## config.mk

```make
export PLATFORM = sky130hd
export DESIGN_NAME = serial_in_parallel_out
export DESIGN_NICKNAME = d
export VERILOG_FILES = /design/src/rtl/serial_in_parallel_out.sv
export SDC_FILE = /design/constraint.sdc
export NUM_CORES = 1
export LEC_CHECK = 0
export CAP_MARGIN = 20
export CORE_ASPECT_RATIO = 0.75
export CORE_MARGIN = 5
export CORE_UTILIZATION = 35
export CTS_BUF_LIST = sky130_fd_sc_hd__clkbuf_4
export CTS_CLUSTER_DIAMETER = 120
export CTS_CLUSTER_SIZE = 25
export DETAILED_ROUTE_END_ITERATION = 8
export PLACE_DENSITY = 0.67
export SKIP_LAST_GASP = 1
export SYNTH_ARGS = -nofsm -noshare
export SYNTH_HDL_FRONTEND = slang
export SYNTH_SLANG_ARGS = --single-unit
```

## constraint.sdc

```tcl
create_clock -name clk -period 3.8 [get_ports clk]
set_input_delay 0.38 -clock clk [delete_from_list [all_inputs] [get_ports clk]]
set_output_delay 0.38 -clock clk [all_outputs]
set_load 0.01 [all_outputs]
```

## src/rtl/serial_in_parallel_out.sv

```systemverilog
// LSB-first serial-to-parallel deserializer with a selectable 24-bit or DATA_WIDTH word length.
// Completed words sit in a registered output stage with valid/ready handshake and a sticky overflow flag.
module serial_in_parallel_out #(
    parameter int DATA_WIDTH = 32
) (
    input  logic                  clk,
    input  logic                  reset,
    input  logic                  data_in,
    input  logic                  valid_in,
    input  logic                  mode_24,
    input  logic                  clear,
    input  logic                  out_ready,
    output logic [DATA_WIDTH-1:0] data_out,
    output logic                  valid_out,
    output logic                  busy,
    output logic [5:0]            bit_count,
    output logic                  overflow
);

    localparam logic [5:0] LAST_FULL = 6'(DATA_WIDTH - 1);
    localparam logic [5:0] LAST_24   = 6'd23;

    typedef enum logic {
        IDLE,
        COLLECT
    } state_t;

    state_t                state;
    state_t                state_next;
    logic                  len_24;
    logic                  len_24_next;
    logic [DATA_WIDTH-1:0] assembly;
    logic [DATA_WIDTH-1:0] assembly_next;
    logic [DATA_WIDTH-1:0] with_bit;
    logic [DATA_WIDTH-1:0] data_next;
    logic [5:0]            count_next;
    logic [5:0]            last_index;
    logic                  use_24;
    logic                  complete;
    logic                  valid_next;
    logic                  overflow_next;

    always_comb begin
        state_next    = state;
        len_24_next   = len_24;
        assembly_next = assembly;
        count_next    = bit_count;
        data_next     = data_out;
        valid_next    = valid_out;
        overflow_next = overflow;

        // The length is taken live from mode_24 on the first bit, and from the latch afterwards.
        use_24     = (state == IDLE) ? mode_24 : len_24;
        last_index = use_24 ? LAST_24 : LAST_FULL;
        complete   = valid_in && (bit_count == last_index);

        with_bit = assembly;
        for (int i = 0; i < DATA_WIDTH; i++) begin
            if (bit_count == 6'(i)) begin
                with_bit[i] = data_in;
            end
        end

        if (valid_out && out_ready) begin
            valid_next = 1'b0;
        end

        if (clear) begin
            state_next    = IDLE;
            len_24_next   = 1'b0;
            assembly_next = '0;
            count_next    = 6'd0;
            data_next     = '0;
            valid_next    = 1'b0;
            overflow_next = 1'b0;
        end else if (valid_in) begin
            if (complete) begin
                // A word completing against an unconsumed one replaces it and flags the loss.
                data_next     = with_bit;
                valid_next    = 1'b1;
                assembly_next = '0;
                count_next    = 6'd0;
                state_next    = IDLE;
                if (valid_out && !out_ready) begin
                    overflow_next = 1'b1;
                end
            end else begin
                assembly_next = with_bit;
                count_next    = bit_count + 6'd1;
                state_next    = COLLECT;
                len_24_next   = use_24;
            end
        end
    end

    always_ff @(posedge clk or negedge reset) begin
        if (!reset) begin
            state     <= IDLE;
            len_24    <= 1'b0;
            assembly  <= '0;
            bit_count <= 6'd0;
            data_out  <= '0;
            valid_out <= 1'b0;
            overflow  <= 1'b0;
        end else begin
            state     <= state_next;
            len_24    <= len_24_next;
            assembly  <= assembly_next;
            bit_count <= count_next;
            data_out  <= data_next;
            valid_out <= valid_next;
            overflow  <= overflow_next;
        end
    end

    assign busy = (bit_count != 6'd0);

endmodule

```

==> metrics.txt <==
Overall Global Routing Usage 13.7%; Reg-to-Reg Start bit_count[0]; total congestion overflow 0; CTS sink count 74; Fill cells 919; top-level port count 48; master cell of the clock root buffer sky130_fd_sc_hd__clkbuf_4; Post-CTS Setup Bufs 0; crit-path leading delay family simple AND/OR/NAND/NOR gates; crit path max fanout 8; source-to-sink clock delay at the later pin of the worst-skew pair 0.42 ns; clock buffer count from CTS 9; antenna-violating nets left 0; maximum number of pins on one net before global-route repair 40; average size of a mapped cell 11.0 um^2; number of buffer cells added on primary ports 47; # placed instances 482; worst stage delay on the critical path 0.51 ns; cell leakage power 0.00177 uW; hold bufs inserted after CTS 0; power density of the placed cells 323 nW/um^2; Final Wtd Congestion 0.753; initial antenna violation count 0; TritonCTS clock tree built; die area 12200 um^2; Post-Synthesis Net Count 332; global-route wire length before repair 13500 um; Max Cap Viol 0; Worst Path Arrival 2.41 ns; final standard cell count with taps included and fillers excluded 498; number of cells produced by synthesis 321; core footprint 9740 um^2; post-DR vias/cell 5.08; count of cell types in the netlist 36; Max Fclk 358 MHz; drt first pass iters 4; Final HPWL DP 5390 um; final number of hold-violating endpoints 0; die height 96.9 um; sequential share of the synthesized area 52.5%; DRC violation total after the first TritonRoute iteration 78; largest voltage drop on the vdd net 0.177 mV; Syn. warnings 0; cell row count 31; cell-by-cell trace of the critical path inv_1, ha_1, nor3b_1, nand2_1, clkdlybuf4s50_1; unrepaired setup endpoints after global routing no; n_diodes 0; area growth from synthesis to layout 19.7%; count of nets after finishing 373; nature of the critical path startpoint register; count of H-tree levels built during CTS 3; share of layout cells above drive strength 1 15.3%; Initial Util 36.2%; cell area after synthesis 3530 um^2; run status completed; die width 126 um; detailed-route via count 2529; drt total wl 7970 um; count of instances resized after the clock tree is built 0; detail-routed net length per standard cell 16.0 um; Critical path buffers and inverters 2; kind of end point of the critical path output pin; number of buffers on the longest clock path 2; number of storage elements in the synthesis netlist 74; Fin Setup TNS 0 ns; Slew Limit Headroom 35.1%; CTS clock-pin slew for the worst setup and hold paths 0.11 ns; Tmin final 2.79 ns; post-route clock skew 0.0144 ns; count of final setup violators 0; worst endpoint required time 3.42 ns; critical-path cell with the highest stage delay sky130_fd_sc_hd__clkdlybuf4s50_1; critical path type reg2out; transition time at the pin with the least slew margin 0.973 ns; setup slack of the worst register-to-register path 1.30 ns; Worst Reg2Reg Path Length in Cells 4; residual DRC count 0; share of the cycle needed by the critical path after routing 73.5%; vias in the first global route 2636; destination of the worst register-to-register timing path assembly[4]; Pins Over Slew Limit 0; worst min-delay path category in2async
==> logic make-up after synthesis <==
kind of cell / after synthesis / share of synthesized area (%)
DFF: 74 / 52.5
xor gates and xnor gates: 3 / 0.958
AOI/OAI and AO/OA: 80 / 19.0
adders and majority gates: 4 / 1.42
buffers and inverters: 28 / 3.90
muxes: 33 / 9.47
and+or+nand+nor: 99 / 12.7
==> cell type report <==
type	instances	area [um^2]	area share, %
Inverter	5	18.8	0.445
Clock buffer	11	82.6	1.96
Clock inverter	4	43.8	1.04
Tap cell	132	165	3.91
Multi-Input combinational cell	219	1540	36.5
Sequential cell	74	1850	43.9
Timing Repair Buffer	53	518	12.3
==> flip-flops by register name (all words and copies together) (netlist names) <==
name / flops
assembly: 32
bit_count: 6
data_out: 32
len_24: 1
overflow: 1
state: 1
valid_out: 1
==> cell usage after synthesis, drive strengths merged <==
library cell	n	share of area, %
dfrtp	74	53
nand2	56	6.0
o21ai	36	8.2
mux2i	33	9.5
o2bb2ai	33	8.2
nor2	16	1.7
clkbuf	12	1.3
buf	11	2.1
inv	5	0.53
nand2b	5	0.89
nor3	5	0.71
ha	4	1.4
nand3b	4	0.85
nor3b	4	0.85
nor2b	3	0.53
a21oi	2	0.28
a31oi	2	0.53
xor2	2	0.50
a2111o	1	0.32
a211o	1	0.28
a222oi	1	0.28
a311oi	1	0.25
a32o	1	0.28
and2	1	0.18
and4b	1	0.28
nand3	1	0.14
nand4	1	0.18
nand4b	1	0.25
o21bai	1	0.21
o31ai	1	0.21
or2	1	0.18
xnor2	1	0.46
==> worst max-delay path by stage <==
stage,startpoint,endpoint,slack (ns),depth (start not counted)
floorplan,bit_count[0],assembly[18],1.94,6
global placement,mode_24,data_out[5],1.28,6
detailed placement,mode_24,data_out[14],1.15,6
CTS,bit_count[0],busy,0.96,5
global route,bit_count[0],busy,0.82,5
finish,bit_count[0],busy,1.01,5
==> per-layer routing <==
layer  up-vias  share of wire (%)  global-route usage, %
li1       1229                  -                      -
met1      1237                 49                   19.2
met2        55                 44                   20.4
met4         0               0.89                   3.22
met3         8                5.3                   5.01
met5         -                  0                      0
==> through the flow <==
stage / hold slack, ns / total power [uW] / utilization, % / area (um^2) / setup WS [ns]
global route: 0.0740 / 1430 / 43.3 / 4220 / 0.818
CTS: 0.0185 / 1380 / 43.2 / 4210 / 0.964
floorplan: 0.0844 / 871 / - / 3530 / 1.94
detailed placement: 0.464 / 914 / 41.9 / 4080 / 1.15
global placement: 0.459 / 912 / 41.9 / 4080 / 1.28
finish: 0.0241 / 1370 / 43.3 / 4220 / 1.01
==> report_power, final <==
part | total (uW) | internal (uW) | switching (uW)
sequential | 799 | 792 | 7.51
combinational | 99.0 | 30.7 | 68.3
clock | 467 | 208 | 259
total | 1370 | 1030 | 334
==> cell usage in the layout (no fill, tap or decap), types with 2 or more instances in the layout <==
master,n
sky130_fd_sc_hd__a21oi_1,2
sky130_fd_sc_hd__buf_4,5
sky130_fd_sc_hd__clkbuf_4,11
sky130_fd_sc_hd__clkdlybuf4s50_1,46
sky130_fd_sc_hd__clkinv_2,2
sky130_fd_sc_hd__dfrtp_1,74
sky130_fd_sc_hd__ha_1,4
sky130_fd_sc_hd__inv_1,5
sky130_fd_sc_hd__mux2i_1,32
sky130_fd_sc_hd__nand2_1,56
sky130_fd_sc_hd__nand2b_1,5
sky130_fd_sc_hd__nand3b_1,4
sky130_fd_sc_hd__nor2_1,15
sky130_fd_sc_hd__nor2b_1,3
sky130_fd_sc_hd__nor3_1,5
sky130_fd_sc_hd__nor3b_1,4
sky130_fd_sc_hd__o21ai_0,7
sky130_fd_sc_hd__o21ai_2,29
sky130_fd_sc_hd__o2bb2ai_1,33
sky130_fd_sc_hd__xor2_1,2
Power figures use the tool's default switching activity.
==> edit: new RTL, config.mk and constraints unchanged <==
`DATA_WIDTH`: 32 -> 64.
--- a/src/rtl/serial_in_parallel_out.sv
+++ b/src/rtl/serial_in_parallel_out.sv
@@ -2,5 +2,5 @@
 // Completed words sit in a registered output stage with valid/ready handshake and a sticky overflow flag.
 module serial_in_parallel_out #(
-    parameter int DATA_WIDTH = 32
+    parameter int DATA_WIDTH = 64
 ) (
     input  logic                  clk,
Ports: changed (resized data_out); port bits go from 48 to 80. The function was not compared with the original's and may differ.
==> edit against the original RTL <==
- area after synthesis grew 78%
- sequential share of layout area rose by 2.0 points
- core utilization fell by 0.73 points
- routed wire length up 100%
- non-clock buffer count up 36
- largest cell class unchanged
- sequential cell count is 64 higher
- total power up 87%
- die area is 70% higher
- final area rose by 78%
- synthesized cell count grew 82%
- worst setup slack better by 0.031 ns
==> edit: results (changes against the original RTL) <==
* Reg2reg path depth at 5 (+1)
* PortBufs at 79 (+68%)
* Switching share of power at 25.00% (+0.50 points)
* Via-per-instance ratio at 5.124 (+0.89%)
* Pre-CTS WS at 1.072 ns (-0.07766 ns)
* VDD IR max at 171.0 µV (-3.6%)
* Hold slack at 0.3554 ns (+0.3313 ns)
* H-Tree Depth at 4 (+1)
* Layout Nets at 655 (+76%)
* Largest net degree at the start of global routing at 106 (+170%)
* DR WL/cell at 17.78 µm (+11%)
* Vias in the first global route at 4725 (+79%)
* Synth unique cells at 34 (-5.6%)
* Top cells by area, synth: dfrtp_1 55%, mux2i_1 10%, o2bb2ai_1 7.5%
* Total CTS buffers at 17 (+8)
* Worst R2R End: assembly[3]
* Iter 0 DRT Violations at 327 (+320%)
* Synth Net Count at 594 (+79%)
* Leak at 3.004 nW (+70%)
* GRT Util Overall at 15.82% (+2.1 points)
* Peak Freq at 0.3622 GHz (+1.1%)
* Share of post-route cells with drive strength above 1 at 8.537% (-6.8 points)
* # fillers at 1705 (+86%)
* GP Congestion at 0.8201 (+8.9%)
* Clk network pwr share at 36.0% (+1.8 points)
* Outcome: completed
edit: cells by family after synthesis:
logic type	Yosys count	synth area share [%]
DFF	138	54.93
xor gates and xnor gates	1	0.1393
buffers and inverters	51	4.100
AOI/OAI and AO/OA	142	16.74
muxes	67	10.93
and+or+nand+nor	180	12.38
adders and majority gates	4	0.7961
edit: per-stage QoR:
stage / power (mW) / std cells
final: 2.550 / 898
after global routing: 2.655 / 898
after CTS: 2.564 / 897
after detailed placement: 1.658 / 865
after global placement: 1.652 / 865
after floorplan: 1.588 / 583
edit: final cells by class:
class	count	area (µm²)	share of cell area, %
Clock inverter	11	105.1	1.397
Inverter	4	15.01	0.1995
Tap cell	242	302.8	4.024
Multi-Input combinational cell	394	2584	34.34
Sequential cell	138	3453	45.89
Clock buffer	20	150.1	1.995
Timing Repair Buffer	89	914.6	12.15
edit: critical path, delay by kind of cell, from the launching register on:
family                     cells  cell delay (ns)
and+or+nand+nor                2             0.51
buffers and inverters          2             0.65
adders and majority gates      1             0.21
DFF                            1             0.48
edit: power groups by stage:
stage | clock, mW | sequential [mW] | combinational [mW]
floorplan | 0 | 1.51 | 0.0816
global placement | 0 | 1.51 | 0.145
detailed placement | 0 | 1.51 | 0.150
CTS | 0.934 | 1.48 | 0.151
global route | 1.01 | 1.48 | 0.167
finish | 0.919 | 1.48 | 0.151
edit: layer usage:
metal	up-vias	global-route usage, %	routed length [µm]
met1	2288	22.76	7588
li1	2166	-	-
met3	16	4.442	951
met4	0	3.178	151
met5	-	0	0
met2	131	24.02	7278
